===== config.mk =====
export PLATFORM = sky130hd
export DESIGN_NAME = maxpool_frame_ctrl
export DESIGN_NICKNAME = d
export VERILOG_FILES = /design/src/rtl/maxpool_ctrl_pkg.sv /design/src/rtl/maxpool_pos_counter.sv /design/src/rtl/maxpool_frame_ctrl.sv
export SDC_FILE = /design/constraint.sdc
export NUM_CORES = 1
export LEC_CHECK = 0
export ABC_AREA = 1
export CORE_ASPECT_RATIO = 0.75
export CORE_MARGIN = 1
export CORE_UTILIZATION = 45
export CTS_BUF_LIST = sky130_fd_sc_hd__clkbuf_8
export CTS_CLUSTER_DIAMETER = 30
export CTS_CLUSTER_SIZE = 24
export DETAILED_ROUTE_END_ITERATION = 8
export DONT_BUFFER_PORTS = 1
export PLACE_DENSITY = 0.73
export SETUP_SLACK_MARGIN = 0.2
export SYNTH_ARGS = -nofsm -noshare
export SYNTH_HDL_FRONTEND = slang
export SYNTH_SLANG_ARGS = --single-unit
export TNS_END_PERCENT = 100

===== constraint.sdc =====
create_clock -name clk -period 1.2 [get_ports clk]
set_input_delay 0.36 -clock clk [delete_from_list [all_inputs] [get_ports clk]]
set_output_delay 0.36 -clock clk [all_outputs]
set_load 0.05 [all_outputs]

===== src/rtl/maxpool_ctrl_pkg.sv =====
// Shared types and sizing helpers for the 2x2 max-pool frame sequencer.
package maxpool_ctrl_pkg;

    typedef enum logic [2:0] {
        ST_IDLE  = 3'd0,
        ST_CLEAR = 3'd1,
        ST_RUN   = 3'd2,
        ST_DRAIN = 3'd3,
        ST_DONE  = 3'd4
    } state_e;

    // Index width for a count of n positions; never narrower than one bit.
    function automatic int unsigned idx_w(input int unsigned n);
        return (n > 1) ? $clog2(n) : 1;
    endfunction

    localparam int unsigned DEF_IN_WIDTH  = 24;
    localparam int unsigned DEF_IN_HEIGHT = 24;
    localparam int unsigned DEF_IN_COL_W  = idx_w(DEF_IN_WIDTH);
    localparam int unsigned DEF_IN_ROW_W  = idx_w(DEF_IN_HEIGHT);
    localparam int unsigned DEF_OUT_COL_W = idx_w(DEF_IN_WIDTH / 2);
    localparam int unsigned DEF_OUT_ROW_W = idx_w(DEF_IN_HEIGHT / 2);

endpackage


===== src/rtl/maxpool_pos_counter.sv =====
// Row/column raster position counter that wraps modulo the frame dimensions.
module maxpool_pos_counter
    import maxpool_ctrl_pkg::*;
#(
    parameter int unsigned WIDTH  = 2,
    parameter int unsigned HEIGHT = 2
) (
    input  logic                      clk,
    input  logic                      rst_n,
    input  logic                      clr,
    input  logic                      inc,
    output logic [idx_w(WIDTH)-1:0]   col,
    output logic [idx_w(HEIGHT)-1:0]  row,
    output logic                      last
);

    localparam int unsigned CW = idx_w(WIDTH);
    localparam int unsigned RW = idx_w(HEIGHT);
    localparam logic [CW-1:0] COL_MAX = CW'(WIDTH - 1);
    localparam logic [RW-1:0] ROW_MAX = RW'(HEIGHT - 1);

    logic [CW-1:0] col_q, col_d;
    logic [RW-1:0] row_q, row_d;

    // Next position: clear wins, otherwise step in raster order with wrap.
    always_comb begin
        col_d = col_q;
        row_d = row_q;
        if (clr) begin
            col_d = {CW{1'b0}};
            row_d = {RW{1'b0}};
        end else if (inc) begin
            if (col_q == COL_MAX) begin
                col_d = {CW{1'b0}};
                if (row_q == ROW_MAX) begin
                    row_d = {RW{1'b0}};
                end else begin
                    row_d = row_q + RW'(1);
                end
            end else begin
                col_d = col_q + CW'(1);
                row_d = row_q;
            end
        end else begin
            col_d = col_q;
            row_d = row_q;
        end
    end

    // Position registers.
    always_ff @(posedge clk or negedge rst_n) begin
        if (!rst_n) begin
            col_q <= {CW{1'b0}};
            row_q <= {RW{1'b0}};
        end else begin
            col_q <= col_d;
            row_q <= row_d;
        end
    end

    assign col  = col_q;
    assign row  = row_q;
    assign last = (col_q == COL_MAX) && (row_q == ROW_MAX);

endmodule


===== src/rtl/maxpool_frame_ctrl.sv =====
// Frame sequencer for the 2x2 max-pool/ReLU stage: clear, gate, tag outputs, report.
module maxpool_frame_ctrl
    import maxpool_ctrl_pkg::*;
#(
    parameter int unsigned IN_WIDTH      = DEF_IN_WIDTH,
    parameter int unsigned IN_HEIGHT     = DEF_IN_HEIGHT,
    parameter int unsigned DRAIN_TIMEOUT = 4
) (
    input  logic                            clk,
    input  logic                            rst_n,
    input  logic                            start,
    input  logic                            conv_valid,
    output logic                            pool_valid_in,
    output logic                            pool_clr_n,
    input  logic                            pool_valid_out,
    output logic                            out_valid,
    output logic [idx_w(IN_HEIGHT/2)-1:0]   out_row,
    output logic [idx_w(IN_WIDTH/2)-1:0]    out_col,
    output logic                            frame_last,
    output logic                            busy,
    output logic                            done,
    output logic                            err_unexpected,
    output logic                            err_timeout
);

    localparam int unsigned ICW = idx_w(IN_WIDTH);
    localparam int unsigned IRW = idx_w(IN_HEIGHT);
    localparam int unsigned TW  = idx_w(DRAIN_TIMEOUT);
    localparam logic [TW-1:0] TMO_MAX = TW'(DRAIN_TIMEOUT - 1);

    state_e        state_q, state_d;
    logic [TW-1:0] tmo_q, tmo_d;
    logic          err_unexp_q, err_unexp_d;
    logic          err_tmo_q, err_tmo_d;
    logic          pool_clr_n_q, pool_clr_n_d;
    logic          busy_q, busy_d;
    logic          done_q, done_d;

    logic           start_ok_s, accept_s, out_valid_s, in_last_s, out_last_s;
    logic           frame_last_s, tmo_hit_s, unused_pos_s;
    logic [ICW-1:0] in_col_s;
    logic [IRW-1:0] in_row_s;

    assign start_ok_s   = (state_q == ST_IDLE) && start;
    assign accept_s     = (state_q == ST_RUN) && conv_valid;
    assign out_valid_s  = pool_valid_out && ((state_q == ST_RUN) || (state_q == ST_DRAIN));
    assign frame_last_s = out_valid_s && out_last_s;
    assign tmo_hit_s    = (state_q == ST_DRAIN) && !frame_last_s && (tmo_q == TMO_MAX);
    assign unused_pos_s = ^{in_row_s, in_col_s};

    maxpool_pos_counter #(.WIDTH(IN_WIDTH), .HEIGHT(IN_HEIGHT)) u_in_pos (
        .clk   (clk),
        .rst_n (rst_n),
        .clr   (start_ok_s),
        .inc   (accept_s),
        .col   (in_col_s),
        .row   (in_row_s),
        .last  (in_last_s)
    );

    maxpool_pos_counter #(.WIDTH(IN_WIDTH / 2), .HEIGHT(IN_HEIGHT / 2)) u_out_pos (
        .clk   (clk),
        .rst_n (rst_n),
        .clr   (start_ok_s),
        .inc   (out_valid_s),
        .col   (out_col),
        .row   (out_row),
        .last  (out_last_s)
    );

    // Next-state, timeout count, sticky errors and registered-output next values.
    always_comb begin
        state_d = state_q;
        case (state_q)
            ST_IDLE:  state_d = start ? ST_CLEAR : ST_IDLE;
            ST_CLEAR: state_d = ST_RUN;
            ST_RUN:   state_d = (accept_s && in_last_s) ? ST_DRAIN : ST_RUN;
            ST_DRAIN: state_d = (frame_last_s || tmo_hit_s) ? ST_DONE : ST_DRAIN;
            ST_DONE:  state_d = ST_IDLE;
            default:  state_d = ST_IDLE;
        endcase

        if (state_q == ST_DRAIN) begin
            tmo_d = tmo_q + TW'(1);
        end else begin
            tmo_d = {TW{1'b0}};
        end

        // A stray pixel in the same cycle as start is still reported.
        if (conv_valid && (state_q != ST_RUN)) begin
            err_unexp_d = 1'b1;
        end else if (start_ok_s) begin
            err_unexp_d = 1'b0;
        end else begin
            err_unexp_d = err_unexp_q;
        end

        if (tmo_hit_s) begin
            err_tmo_d = 1'b1;
        end else if (start_ok_s) begin
            err_tmo_d = 1'b0;
        end else begin
            err_tmo_d = err_tmo_q;
        end

        pool_clr_n_d = (state_d == ST_RUN) || (state_d == ST_DRAIN) || (state_d == ST_DONE);
        busy_d       = (state_d == ST_CLEAR) || (state_d == ST_RUN) || (state_d == ST_DRAIN);
        done_d       = (state_d == ST_DONE);
    end

    // Control state and registered outputs.
    always_ff @(posedge clk or negedge rst_n) begin
        if (!rst_n) begin
            state_q      <= ST_IDLE;
            tmo_q        <= {TW{1'b0}};
            err_unexp_q  <= 1'b0;
            err_tmo_q    <= 1'b0;
            pool_clr_n_q <= 1'b0;
            busy_q       <= 1'b0;
            done_q       <= 1'b0;
        end else begin
            state_q      <= state_d;
            tmo_q        <= tmo_d;
            err_unexp_q  <= err_unexp_d;
            err_tmo_q    <= err_tmo_d;
            pool_clr_n_q <= pool_clr_n_d;
            busy_q       <= busy_d;
            done_q       <= done_d;
        end
    end

    assign pool_valid_in  = accept_s;
    assign out_valid      = out_valid_s;
    assign frame_last     = frame_last_s;
    assign pool_clr_n     = pool_clr_n_q;
    assign busy           = busy_q;
    assign done           = done_q;
    assign err_unexpected = err_unexp_q;
    assign err_timeout    = err_tmo_q;

endmodule


==> impl_metrics.tcl <==
set metrics [dict create \
    status "finished, violations left" \
    routabilityCongestion 0.810 \
    vdd_ir_drop_max_mv 1.17 \
    syn_avg_cell_area_um2 8.81 \
    cts.clk_slew.worst_paths_ns 0.09 \
    finalMaxSlewViolations 0 \
    drt_iter0_drc 77 \
    final_common_cell "nand2_1" \
    h-tree-depth 1 \
    max_cap_violations 0 \
    final_util_pct 74.6 \
    synthToLayoutAreaGrowth_pct 57.4 \
    io_pins 21 \
    synthesis.nets 169 \
    holdWs_ns -0.231 \
    cp.buffers_inverters 2 \
    startpoint_type "register" \
    powerDensity_mw_per_mm2 1940 \
    busiest_layer "met2" \
    cpPeakStageDelay_ns 0.45 \
    power_leakage_nw 1.05 \
    via_per_inst 5.15 \
    use_met2_pct 39.1 \
    netlist_instances 159 \
    n_antenna_cell 0 \
    coreArea_mm2 0.00296 \
    met1_usage_pct 31.1 \
    skew_ns 0.00150 \
    grt_antenna_before_repair 0 \
    clk_latency_ns 0.27 \
    final_cell_mix "28 x nand2_1, 22 x buf_4, 19 x buf_6, 18 x dfrtp_1, 11 x inv_1" \
    hold_viol_final 28 \
    overflow 0 \
    grt_usage_pct 23.4 \
    worst_slew_pin_slew_ns 0.278 \
    crit_fanout 2 \
    portBuffers 0 \
    max_freq_mhz 585 \
    drive_gt1_share_pct 52.6 \
    fin_crit_sh_pct 142 \
    place_area_mm2 0.00176 \
    fin_crit_ns 1.71 \
    critical_path.top_delay_family "flip-flops" \
    hp-class "in2async" \
    ant_nets 0 \
    grt_use_met3_pct 5.45 \
    cts_tree "built" \
    worstSetupPathType "reg2out" \
    dpl.hpwl_um 2320 \
    synth_seq_cells 28 \
    grt_pass1_wl_um 5820 \
    cp-end-kind "primary output" \
    die_x_um 66.4 \
    fillers 192 \
    crit_arrival_ns 1.35 \
    multi_input_area_um2 808 \
    drt_first_pass_iters 4 \
    final_area_mm2 0.00221 \
    numCtsBuffers 3 \
    synth_warnings 0 \
    die_y_um 50.3 \
    cp_cell_sequence "ha_4 > nand3_2 > inv_2 > nand2_4 > clkinvlp_4" \
    cp_data_required_time_ns 0.84 \
    post-route-drc-count 0 \
    grt_start_max_net_pins 29 \
    netlist_area_mm2 0.00140 \
    die_area_mm2 0.00334 \
    seq_area_um2 713 \
    start_util_pct 47.4 \
    cts_max_path_buffers 2 \
    yosysUniqueCellTypes 23 \
    setup_viol 36 \
    rsz0062_at_grt "true" \
    cts.sinks 28 \
    cp_slowest_cell "dfrtp_2" \
    violations "hold timing, setup timing" \
    routedWlPerCell_um 15.6 \
    setup_slack_ns -0.508 \
    wl_um 3860 \
    root_buffer "clkbuf_8" \
    finalNetCount 220 \
    ys_seq_area_share_pct 50.0 \
    placementRows 17 \
    vias 1273 \
    slew_headroom_pct 81.5 \
    grt_pass1_vias 1246 \
]
[synth_stat cells]
library cell / instances / area, um2
ha_1: 5 / 62.6
nand2_4: 1 / 11.3
nor2_4: 2 / 22.5
dfrtp_1: 28 / 701
nand2_2: 5 / 31.3
nand3_1: 20 / 100
nand2_1: 31 / 116
a22o_1: 1 / 8.76
o21ai_1: 10 / 50.1
or2_2: 1 / 6.26
nand4_1: 5 / 31.3
or2_1: 1 / 6.26
buf_4: 1 / 7.51
o21ai_0: 6 / 30.0
nor2_1: 10 / 37.5
o22ai_1: 1 / 6.26
nor2_2: 1 / 6.26
nand3_4: 2 / 35.0
o21bai_1: 1 / 7.51
inv_2: 1 / 3.75
inv_1: 20 / 75.1
xor2_1: 4 / 35.0
a21oi_1: 2 / 10.0
[sequential cells by signal, indices dropped and copies added, names as in the netlist]
name / flops
tmo_q: 2
err_timeout: 1
done: 1
u_in_pos.col: 5
u_out_pos.row: 4
u_in_pos.row: 5
state_q: 3
u_out_pos.col: 4
pool_clr_n: 1
err_unexpected: 1
busy: 1
[path summary, 6_finish.rpt]
path / startpoint / endpoint / slack, ns / cells past startpoint
hold / removal: rst_n / u_out_pos.col[3] / -0.23 / 0
setup / recovery: u_out_pos.row[1] / frame_last / -0.51 / 5
max in group asynchronous: rst_n / u_out_pos.col[0] / 1.34 / 0
hold reg to reg: tmo_q[0] / tmo_q[0] / 0.45 / 1
min in group clk: conv_valid / err_unexpected / 0.25 / 1
setup reg to reg: state_q[2] / state_q[1] / -0.40 / 11
[cell families (layout without fill, tap and decap cells)]
kind of cell               after synthesis  after routing  synth area share, %
buffers and inverters                   22             72                 6.16
adders and majority gates                5              5                 4.46
AOI/OAI and AO/OA                       21             21                 8.04
and+or+nand+nor                         79             79                 28.8
DFF                                     28             28                 50.0
xor gates and xnor gates                 4              4                 2.50
[power by group]
part	switching [W]	internal, W
registers	0.000356	0.00122
clock network	0.000284	0.000294
logic	0.00115	0.000975
total	0.00179	0.00249
[cell type report]
class | instances | area share [%]
multi-input cells | 109 | 36.6
flip-flops and latches | 28 | 32.3
repair buffers | 47 | 22.4
inverters | 21 | 3.97
clock buffers | 4 | 2.50
well taps | 38 | 2.16
[what timing repair did]
item                                    CTS  global route
endpoints found under the hold margin    28            28
setup buffers                            10             6
endpoints found under the setup margin   44            44
gates resized for setup                  46            28
pin swaps                                10             8
[metrics by stage]
stage	setup TNS (ns)	setup WS [ns]	hold WS, ns	total power (W)	cells
floorplan	-2.73	-0.437	0.0644	0.00255	159
global placement	-1.12	-0.232	0.0650	0.00303	227
detailed placement	-2.05	-0.255	0.0650	0.00311	227
CTS	-4.75	-0.501	-0.235	0.00399	241
global route	-8.93	-0.550	-0.250	0.00453	247
finish	-7.30	-0.508	-0.231	0.00429	247
[layer usage]
layer	up-vias	share of wire, %
met3	4	3.8
met2	23	54
met1	624	41
met5	-	0
met4	0	0.52
li1	622	-
(Power assumes the default switching activity.)
